===== src/rtl/cache_refill_if.sv =====
// cache_refill_if: miss, memory, critical-word and fill signals of the cache
// refill stage, bundled into one interface.
//   master : the refill engine (cache_refill)
//   slave  : its environment (cache, memory, requester)
interface cache_refill_if #(
    parameter int TAG_BITS         = 30,
    parameter int NUM_BLOCKS       = 4,
    parameter int BLOCK_SIZE_BYTES = 8
);
    localparam int IDX_BITS  = $clog2(NUM_BLOCKS);
    localparam int W         = BLOCK_SIZE_BYTES * 8;
    localparam int ADDR_BITS = TAG_BITS + IDX_BITS;
    localparam int DATA_BITS = TAG_BITS + NUM_BLOCKS * W;

    logic                 miss_valid;
    logic [ADDR_BITS-1:0] miss_addr;
    logic                 miss_ready;
    logic                 mem_req;
    logic [ADDR_BITS-1:0] mem_addr;
    logic                 mem_gnt;
    logic                 mem_rvalid;
    logic [W-1:0]         mem_rdata;
    logic                 crit_valid;
    logic [W-1:0]         crit_data;
    logic                 fill_valid;
    logic [DATA_BITS-1:0] fill_line;
    logic                 fill_ready;
    logic                 busy;

    modport master (
        input  miss_valid, miss_addr, mem_gnt, mem_rvalid, mem_rdata, fill_ready,
        output miss_ready, mem_req, mem_addr, crit_valid, crit_data,
               fill_valid, fill_line, busy
    );

    modport slave (
        output miss_valid, miss_addr, mem_gnt, mem_rvalid, mem_rdata, fill_ready,
        input  miss_ready, mem_req, mem_addr, crit_valid, crit_data,
               fill_valid, fill_line, busy
    );
endinterface


===== src/rtl/cache_refill.sv =====
// cache_refill: miss-handling stage in front of the cache storage.
// On a miss it reads every block of the missing line from memory (one request
// and one beat per block), forwards the requested block as soon as it arrives
// and offers the assembled {tag, blocks} line on the fill port.
// Optional build macro CACHE_REFILL_CWF_EN: fetch the requested block first and
// wrap around; when undefined, blocks are fetched in order 0..NUM_BLOCKS-1.
module cache_refill #(
    parameter int TAG_BITS         = 30,
    parameter int NUM_BLOCKS       = 4,
    parameter int BLOCK_SIZE_BYTES = 8
) (
    input  logic           clk,
    input  logic           rst_n,
    cache_refill_if.master bus
);
    localparam int IDX_BITS  = $clog2(NUM_BLOCKS);
    localparam int W         = BLOCK_SIZE_BYTES * 8;
    localparam int ADDR_BITS = TAG_BITS + IDX_BITS;
    localparam int DATA_BITS = TAG_BITS + NUM_BLOCKS * W;
    localparam logic [IDX_BITS-1:0] LAST_BEAT = IDX_BITS'(NUM_BLOCKS - 1);

    typedef enum logic [1:0] {
        IDLE,
        REQ,
        WAIT,
        FILL
    } state_t;

    state_t                         state_q;
    logic [TAG_BITS-1:0]            tag_q;
    logic [IDX_BITS-1:0]            req_idx_q;
    logic [IDX_BITS-1:0]            cur_idx_q;
    logic [IDX_BITS-1:0]            beat_cnt_q;
    logic [NUM_BLOCKS-1:0][W-1:0]   line_q;
    logic                           miss_ready_q;
    logic                           mem_req_q;
    logic [ADDR_BITS-1:0]           mem_addr_q;
    logic                           crit_valid_q;
    logic [W-1:0]                   crit_data_q;
    logic                           fill_valid_q;
    logic                           busy_q;

    logic [TAG_BITS-1:0]            miss_tag;
    logic [IDX_BITS-1:0]            miss_idx;
    logic [IDX_BITS-1:0]            start_idx_d;
    logic [IDX_BITS-1:0]            cur_idx_d;

    // Split the miss address and pick the first block to fetch and the next one.
    always_comb begin
        miss_tag = bus.miss_addr[ADDR_BITS-1 -: TAG_BITS];
        miss_idx = bus.miss_addr[IDX_BITS-1:0];
`ifdef CACHE_REFILL_CWF_EN
        start_idx_d = miss_idx;
`else
        start_idx_d = '0;
`endif
        // NUM_BLOCKS is a power of two, so the natural overflow is the wrap.
        cur_idx_d = cur_idx_q + IDX_BITS'(1);
    end

    // Refill FSM: every output is a register updated alongside the state.
    always_ff @(posedge clk or negedge rst_n) begin
        if (!rst_n) begin
            state_q      <= IDLE;
            tag_q        <= '0;
            req_idx_q    <= '0;
            cur_idx_q    <= '0;
            beat_cnt_q   <= '0;
            line_q       <= '0;
            miss_ready_q <= 1'b0;
            mem_req_q    <= 1'b0;
            mem_addr_q   <= '0;
            crit_valid_q <= 1'b0;
            crit_data_q  <= '0;
            fill_valid_q <= 1'b0;
            busy_q       <= 1'b0;
        end else begin
            // The critical-word strobe is a single-cycle pulse.
            crit_valid_q <= 1'b0;
            case (state_q)
                IDLE: begin
                    miss_ready_q <= 1'b1;
                    if (bus.miss_valid && miss_ready_q) begin
                        tag_q        <= miss_tag;
                        req_idx_q    <= miss_idx;
                        cur_idx_q    <= start_idx_d;
                        beat_cnt_q   <= '0;
                        mem_req_q    <= 1'b1;
                        mem_addr_q   <= {miss_tag, start_idx_d};
                        miss_ready_q <= 1'b0;
                        busy_q       <= 1'b1;
                        state_q      <= REQ;
                    end
                end
                REQ: begin
                    // A beat arriving together with the grant is not taken here.
                    if (bus.mem_gnt) begin
                        mem_req_q <= 1'b0;
                        state_q   <= WAIT;
                    end
                end
                WAIT: begin
                    if (bus.mem_rvalid) begin
                        line_q[cur_idx_q] <= bus.mem_rdata;
                        if (cur_idx_q == req_idx_q) begin
                            crit_valid_q <= 1'b1;
                            crit_data_q  <= bus.mem_rdata;
                        end
                        cur_idx_q  <= cur_idx_d;
                        beat_cnt_q <= beat_cnt_q + IDX_BITS'(1);
                        if (beat_cnt_q == LAST_BEAT) begin
                            fill_valid_q <= 1'b1;
                            state_q      <= FILL;
                        end else begin
                            mem_req_q  <= 1'b1;
                            mem_addr_q <= {tag_q, cur_idx_d};
                            state_q    <= REQ;
                        end
                    end
                end
                FILL: begin
                    // Line and tag are untouched here, so fill_line holds steady.
                    if (bus.fill_ready) begin
                        fill_valid_q <= 1'b0;
                        miss_ready_q <= 1'b1;
                        busy_q       <= 1'b0;
                        state_q      <= IDLE;
                    end
                end
                default: state_q <= IDLE;
            endcase
        end
    end

    assign bus.miss_ready = miss_ready_q;
    assign bus.mem_req    = mem_req_q;
    assign bus.mem_addr   = mem_addr_q;
    assign bus.crit_valid = crit_valid_q;
    assign bus.crit_data  = crit_data_q;
    assign bus.fill_valid = fill_valid_q;
    assign bus.fill_line  = {tag_q, line_q};
    assign bus.busy       = busy_q;

endmodule


===== src/flat_wrapper.sv =====
// flat-port wrapper written by rule: the top's interface ports become plain ports
module cache_refill_flat 
#(
    parameter int TAG_BITS         = 30,
    parameter int NUM_BLOCKS       = 4,
    parameter int BLOCK_SIZE_BYTES = 8
)
  (clk, rst_n, bus_miss_valid, bus_miss_addr, bus_mem_gnt, bus_mem_rvalid, bus_mem_rdata, bus_fill_ready, bus_miss_ready, bus_mem_req, bus_mem_addr, bus_crit_valid, bus_crit_data, bus_fill_valid, bus_fill_line, bus_busy);
  cache_refill_if #(.TAG_BITS(TAG_BITS), .NUM_BLOCKS(NUM_BLOCKS), .BLOCK_SIZE_BYTES(BLOCK_SIZE_BYTES)) bus_i ();
  input  logic clk;
  input  logic rst_n;
  input wire logic [$bits(bus_i.miss_valid)-1:0] bus_miss_valid;
  input wire logic [$bits(bus_i.miss_addr)-1:0] bus_miss_addr;
  input wire logic [$bits(bus_i.mem_gnt)-1:0] bus_mem_gnt;
  input wire logic [$bits(bus_i.mem_rvalid)-1:0] bus_mem_rvalid;
  input wire logic [$bits(bus_i.mem_rdata)-1:0] bus_mem_rdata;
  input wire logic [$bits(bus_i.fill_ready)-1:0] bus_fill_ready;
  output wire logic [$bits(bus_i.miss_ready)-1:0] bus_miss_ready;
  output wire logic [$bits(bus_i.mem_req)-1:0] bus_mem_req;
  output wire logic [$bits(bus_i.mem_addr)-1:0] bus_mem_addr;
  output wire logic [$bits(bus_i.crit_valid)-1:0] bus_crit_valid;
  output wire logic [$bits(bus_i.crit_data)-1:0] bus_crit_data;
  output wire logic [$bits(bus_i.fill_valid)-1:0] bus_fill_valid;
  output wire logic [$bits(bus_i.fill_line)-1:0] bus_fill_line;
  output wire logic [$bits(bus_i.busy)-1:0] bus_busy;
  assign bus_i.miss_valid = bus_miss_valid;
  assign bus_i.miss_addr = bus_miss_addr;
  assign bus_i.mem_gnt = bus_mem_gnt;
  assign bus_i.mem_rvalid = bus_mem_rvalid;
  assign bus_i.mem_rdata = bus_mem_rdata;
  assign bus_i.fill_ready = bus_fill_ready;
  assign bus_miss_ready = bus_i.miss_ready;
  assign bus_mem_req = bus_i.mem_req;
  assign bus_mem_addr = bus_i.mem_addr;
  assign bus_crit_valid = bus_i.crit_valid;
  assign bus_crit_data = bus_i.crit_data;
  assign bus_fill_valid = bus_i.fill_valid;
  assign bus_fill_line = bus_i.fill_line;
  assign bus_busy = bus_i.busy;
  cache_refill #(.TAG_BITS(TAG_BITS), .NUM_BLOCKS(NUM_BLOCKS), .BLOCK_SIZE_BYTES(BLOCK_SIZE_BYTES)) u_core (.clk(clk), .rst_n(rst_n), .bus(bus_i));
endmodule

===== config.mk =====
export PLATFORM = sky130hd
export DESIGN_NAME = cache_refill_flat
export DESIGN_NICKNAME = d
export VERILOG_FILES = /design/src/rtl/cache_refill_if.sv /design/src/rtl/cache_refill.sv /design/src/flat_wrapper.sv
export SDC_FILE = /design/constraint.sdc
export NUM_CORES = 1
export LEC_CHECK = 0
export BUFFER_PORTS_ARGS = -buffer_cell sky130_fd_sc_hd__buf_2
export CORE_MARGIN = 10
export CORE_UTILIZATION = 50
export CTS_CLUSTER_DIAMETER = 40
export DETAILED_ROUTE_END_ITERATION = 8
export GPL_ROUTABILITY_DRIVEN = 0
export PLACE_DENSITY = 0.82
export SLEW_MARGIN = 0
export SYNTH_ARGS = -nofsm -noshare
export SYNTH_HDL_FRONTEND = slang
export SYNTH_SLANG_ARGS = --single-unit

===== constraint.sdc =====
create_clock -name clk -period 4.4 [get_ports clk]
set_input_delay 1.32 -clock clk [delete_from_list [all_inputs] [get_ports clk]]
set_output_delay 1.32 -clock clk [all_outputs]
set_load 0.01 [all_outputs]

==> qor.txt, run 1 <==
run status -> complete, no violations
Post-Syn Nets -> 1020
Clk pin slew, worst setup/hold paths -> 0.06 ns
Critical-path top delay cell -> and3b_1
final HPWL from detailed placement -> 32.5 mm
IR drop worst, VDD -> 505 uV
Max FO, Critical Path -> 34
total of max-cap violations -> 0
clk_skew -> 0.0263 ns
P_leak -> 11.4 nW
CP Cell Sequence -> buf_2, and3b_1, nand2_4, buf_12, mux2_4
post-route ant nets -> 0
area of the multi-input gates -> 5970 um2
maximum clock frequency -> 0.363 GHz
count leader, synth -> dfrtp_1
I/O pins -> 489
DRT Pass-1 Iters -> 4
Area growth syn-to-layout -> 28.6%
Crit Path Category -> primary input to flop
setup TNS -> 0 ns
Clock power frac -> 0.259
worst min-delay path category -> flop to flop
top cell type's share of synthesized area -> 0.609
Synth cell types -> 31
GRT Total Usage -> 0.220
Post-Route WL -> 45.1 mm
register area -> 9880 um2
fraction of registers with async set/reset -> 1.00
crit path capture type -> flop
Iter 0 DRT Violations -> 325
FP Rows -> 65
hold_ws -> 0.500 ns
per-cell routed wire length -> 23.7 um
NetSw -> 0.00531 W
filler instances -> 2203
Hold Startpoint -> u_core.bus.mem_addr[13]
share of layout cells above drive strength 1 -> 0.686
grt total ovfl -> 0
startpoint types -> primary input
Mapped Cells -> 913
initial antenna violation count -> 5
synthesized area -> 16200 um2
R2R cell count -> 4
sw frac -> 0.325
first-pass GRT wire length -> 69.8 mm
total CTS buffers -> 48
total die area -> 40100 um2
Post-synth EDFFs -> 0
core area -> 31800 um2
CTS HTree Levels -> 2
ys flop type -> dfrtp_1
power share of the combinational group -> 0.357
final critical-path required period -> 2.76 ns
register area share after synthesis -> 0.609
Syn Area/Cell -> 17.8 um2
Critical Path RT -> 4.82 ns
Final Max Slew Viols -> 0
hold endpoint -> u_core.bus.mem_addr[13]
reg2reg setup slack -> 1.82 ns
post-cts resize count -> 0
top cells by area, synth -> dfrtp_1 (61%), mux2_4 (22%), mux2_2 (11%), buf_6 (1.7%), mux2_1 (0.56%)
Power Dens Cells -> 784 nW/um2
port bufs -> 488
critical path's largest stage delay -> 0.50 ns
routed vias/inst -> 5.16
Final Cycle Share -> 0.626
Worst Path Arrival -> 3.17 ns
FF-to-FF End -> u_core.bus.fill_line[35]
clk_lat worst skew -> 0.55 ns
DR vias -> 9828
die height -> 200 um
hold path depth -> 1
final-stage net count -> 1534
RSZ-0062 raised after global routing -> no
vias in the first global route -> 11000
Reg2Reg Launch Point -> u_core.state_q[1]
Sink Count -> 395
Remaining DRCs -> 0
Setup Fix Bufs, Post-CTS -> 0
internal power -> 0.0110 W
Horiz. Die Dim -> 200 um
largest net degree at the start of global routing -> 113
delay-heaviest family, CP -> simple AND/OR/NAND/NOR gates
hold_buf cts -> 0
most instantiated cells after synthesis -> dfrtp_1 (395), mux2_4 (240), mux2_2 (164)
sequential power share -> 0.384
Starting Density -> 0.510
Slew Limit Headroom -> 0.397
warnings from Yosys -> 0
flops & latches, synth -> 395
final setup violation count -> 0
Final Hold Fails -> 0
Yosys top cell by area -> dfrtp_1
Critical path buffers and inverters -> 2
Root Driver -> clkbuf_16
Slew @ Worst Pin -> 0.905 ns
Longest Clk Path Bufs -> 3
number of cells on the critical path -> 5
CTS tree -> yes
power by group through the flow:
stage	sequential, W	combinational [W]	clock [W]
finish	0.00628	0.00583	0.00423
global route	0.00648	0.00622	0.00446
detailed placement	0.00627	0.00591	0
floorplan	0.00684	0.00263	0
global placement	0.00620	0.00574	0
CTS	0.00626	0.00595	0.00430
cells in the final DEF (no fill, tap or decap), types with 2 or more instances in the layout:
master	synthesis	layout
mux2_2	164	164
ha_1	5	5
o21ai_0	6	6
bufinv_16	0	8
a31oi_1	2	2
clkinv_8	0	2
diode_2	0	2
nand3b_1	4	4
inv_1	5	5
nand2_1	11	11
xor2_1	2	2
clkbuf_8	0	7
inv_6	0	6
a21oi_1	5	4
mux2_4	240	240
buf_2	11	487
nand2_4	4	4
buf_4	7	15
dfrtp_1	395	395
clkbuf_1	3	4
clkbuf_16	0	49
mux2i_1	2	2
buf_12	0	6
o211ai_1	2	2
mux2_1	8	8
clkinv_2	0	7
clkinvlp_4	0	6
nor2_1	2	2
how the worst max path moves through the flow:
stage               slack, ns                        end      startpoint
global placement         1.16  u_core.bus.fill_line[104]  bus_mem_rvalid
floorplan                1.94   u_core.bus.crit_data[14]  bus_mem_rvalid
finish                   1.64   u_core.bus.fill_line[35]  bus_mem_rvalid
detailed placement       1.05  u_core.bus.fill_line[123]  bus_mem_rvalid
CTS                      1.64  u_core.bus.fill_line[123]  bus_mem_rvalid
global route             1.52   u_core.bus.fill_line[36]  bus_mem_rvalid
metrics by stage:
step / cell area (um2) / util / cells / setup slack [ns] / total power [W]
2_1_floorplan: 16200 / - / 913 / 1.94 / 0.00948
3_3_place_gp: 19100 / 0.601 / 1812 / 1.16 / 0.0119
3_5_place_dp: 19100 / 0.601 / 1812 / 1.05 / 0.0122
4_1_cts: 20900 / 0.656 / 1902 / 1.64 / 0.0165
5_1_grt: 20900 / 0.656 / 1904 / 1.52 / 0.0172
6_report: 20900 / 0.656 / 1904 / 1.64 / 0.0163
sequential cells by signal, indices dropped and copies added, names as in the netlist:
register	cells
u_core.bus.crit_data	64
u_core.bus.mem_req	1
u_core.tag_q	30
u_core.bus.fill_valid	1
u_core.req_idx_q	2
u_core.bus.miss_ready	1
u_core.bus.mem_addr	32
u_core.bus.busy	1
u_core.state_q	2
u_core.bus.fill_line	256
u_core.beat_cnt_q	2
u_core.bus.crit_valid	1
u_core.cur_idx_q	2
cell families (layout without fill, tap and decap cells):
| kind of cell | Yosys count | in the layout | share of synthesized area |
|---|---|---|---|
| XOR/XNOR | 2 | 2 | 0.00108 |
| AO/OA/AOI/OAI | 18 | 18 | 0.00663 |
| multiplexers | 414 | 414 | 0.343 |
| other | 0 | 2 | 0 |
| flip-flops | 395 | 395 | 0.609 |
| AND/OR/NAND/NOR | 29 | 29 | 0.0113 |
| adder cells (fa/ha/maj) | 5 | 5 | 0.00386 |
| buffers and inverters | 50 | 604 | 0.0251 |
cell type report:
cell class                 count  area share
sequential                   395       0.474
tap                          435      0.0261
timing repair buffer         509       0.129
antenna                        2    0.000240
clock inverter                30      0.0200
multi-input combinational    468       0.286
clock buffer                  60      0.0641
inverter                       5    0.000900
layer usage:
layer	GRT usage	part of all wire	vias up
met5	0	0.00073	-
li1	-	-	4270
met1	0.263	0.39	5024
met3	0.0745	0.087	101
met4	0.0815	0.032	6
met2	0.363	0.49	427
worst reg2reg max path: stages, from the launching register on:
cell     delay (ns)
dfrtp_1        0.66
and3b_1        0.57
nand2_4        0.46
buf_12         0.36
mux2_4         0.39
(Power assumes the default switching activity.)
==> inputs of run 2 (changes only) <==
Clock period 4.4 ns to 2.7 ns, I/O delays scaled along.
==> qor.txt, run 2 (synthesis gave the netlist of run 1 again) <==
run status -> complete, no violations (unchanged)
largest net degree at the start of global routing -> 56 (was 113)
Power Dens Cells -> 1260 nW/um2 (was 784 nW/um2)
hold_buf cts -> 0 (unchanged)
Final Max Slew Viols -> 0 (unchanged)
final critical-path required period -> 2.22 ns
Slew Limit Headroom -> 0.659 (was 0.397)
DR vias -> 10000 (was 9828)
Remaining DRCs -> 0 (unchanged)
M3 GR Usage -> 0.0833 (was 0.0745)
final-stage net count -> 1546 (was 1534)
CTS HTree Levels -> 2 (unchanged)
Longest Clk Path Bufs -> 3 (unchanged)
grt total ovfl -> 0 (unchanged)
Horiz. Die Dim -> 200 um (unchanged)
vias in the first global route -> 11000 (about the same)
RSZ-0062 raised after global routing -> no (unchanged)
max reg flops -> 256 (unchanged)
Final Hold Fails -> 0 (unchanged)
M1 GR Usage -> 0.265 (was 0.263)
IR drop worst, VDD -> 811 uV (was 505 uV)
I/O pins -> 489 (unchanged)
Setup Fix Bufs, Post-CTS -> 0 (unchanged)
Slew @ Worst Pin -> 0.512 ns (was 0.905 ns)
initial antenna violation count -> 6 (was 5)
Crit Path Category -> flop to flop (was primary input to flop)
post-route ant nets -> 0 (unchanged)
Power Total -> 0.0266 W (was 0.0163 W)
Area growth syn-to-layout -> 29.8% (was 28.6%)
total of max-cap violations -> 0 (unchanged)
total die area -> 40100 um2 (unchanged)
port bufs -> 488 (unchanged)
clk_lat worst skew -> 0.54 ns (was 0.55 ns)
Worst Path Arrival -> 2.63 ns (was 3.17 ns)
crit path capture type -> flop (unchanged)
worst min-delay path category -> primary input to asynchronous set/reset pin (was flop to flop)
Max FO, Critical Path -> 27 (was 34)
Critical Path RT -> 3.11 ns (was 4.82 ns)
Final Cycle Share -> 0.822
first-pass GRT wire length -> 70.9 mm (was 69.8 mm)
share of layout cells above drive strength 1 -> 0.687 (was 0.686)
P_leak -> 11.5 nW (was 11.4 nW)
core area -> 31800 um2 (unchanged)
GRT busiest layer -> met2 (unchanged)
post-cts resize count -> 0 (unchanged)
setup TNS -> 0 ns (unchanged)
routed vias/inst -> 5.23 (was 5.16)
per-cell routed wire length -> 23.9 um (was 23.7 um)
Root Driver -> clkbuf_16 (unchanged)
CP Cell Sequence -> and3b_1, nand2_4, buf_12, mux2_4 (was buf_2, and3b_1, nand2_4, buf_12, mux2_4)
startpoint types -> flop (was primary input)
Clk pin slew, worst setup/hold paths -> 0.06 ns (about the same)
GRT Total Usage -> 0.222 (was 0.220)
Iter 0 DRT Violations -> 366 (was 325)
commonest non-fill, non-tap cell in the layout -> buf_2 (unchanged)
critical path's largest stage delay -> 0.66 ns (was 0.50 ns)
maximum clock frequency -> 0.451 GHz
DRT Pass-1 Iters -> 4 (unchanged)
final HPWL from detailed placement -> 33.2 mm (was 32.5 mm)
global-route track usage on met2 -> 0.372 (was 0.363)
Sink Count -> 395 (unchanged)
Post-Route WL -> 45.8 mm (was 45.1 mm)
FP Rows -> 65 (unchanged)
clk_skew -> 0.0146 ns (was 0.0263 ns)
die height -> 200 um (unchanged)
CTS tree -> yes (unchanged)
Starting Density -> 0.510 (unchanged)
most frequent cells in the layout -> buf_2 (487), dfrtp_1 (395), mux2_4 (240) (unchanged)
final setup violation count -> 0 (unchanged)
Critical-path top delay cell -> dfrtp_1 (was and3b_1)
filler instances -> 2116 (was 2203)
total CTS buffers -> 48 (unchanged)
-- run 2: worst max-delay path, delay by kind of cell (launching register included) --
kind	cells	cell delay (ns)
AND/OR/NAND/NOR	2	0.83
flip-flops	1	0.66
multiplexers	1	0.32
buffers and inverters	1	0.26
-- run 2: final cells by class --
cell class | instances | area, um2 | area share
Clock buffer | 62 | 1370 | 0.0649
Inverter | 5 | 18.8 | 0.000891
Multi-Input combinational cell | 468 | 5970 | 0.283
Tap cell | 435 | 544 | 0.0258
Antenna cell | 4 | 10.0 | 0.000475
Sequential cell | 395 | 9880 | 0.469
Timing Repair Buffer | 521 | 2910 | 0.138
Clock inverter | 24 | 354 | 0.0168
-- run 2: path summary, 6_finish.rpt --
check                                   startpoint                        end  slack (ns)  cells past startpoint
setup / recovery                 u_core.state_q[1]   u_core.bus.fill_line[51]        0.48                      4
hold / removal                               rst_n   u_core.bus.crit_data[58]        0.19                      1
setup reg to reg                 u_core.state_q[1]   u_core.bus.fill_line[51]        0.48                      4
hold reg to reg            u_core.bus.mem_addr[10]    u_core.bus.mem_addr[10]        0.50                      1
max in group asynchronous                    rst_n  u_core.bus.fill_line[247]        1.66                      3
min in group clk           u_core.bus.mem_addr[10]    u_core.bus.mem_addr[10]        0.50                      1
-- run 2: metal layers --
layer  share of wire  vias up
li1                -     4306
met1            0.39     5176
met2            0.49      448
met3           0.094       72
met4           0.021        2
met5         0.00024        -
-- run 2: power breakdown --
part	internal (W)	switching, W	leakage (nW)	total [W]
clock	0.00427	0.00251	0.829	0.00678
combinational	0.00520	0.00441	5.66	0.00961
sequential	0.00853	0.00171	5.01	0.0102
-- run 2: stage by stage --
step	setup slack, ns	area (um2)	hold slack, ns	std cells	util
2_1_floorplan	0.754	16200	0.468	913	-
3_3_place_gp	0.288	19300	0.485	1824	0.608
3_5_place_dp	0.242	19300	0.486	1824	0.608
4_1_cts	0.471	21000	0.191	1910	0.662
5_1_grt	0.354	21100	0.207	1913	0.662
6_report	0.482	21100	0.194	1914	0.662
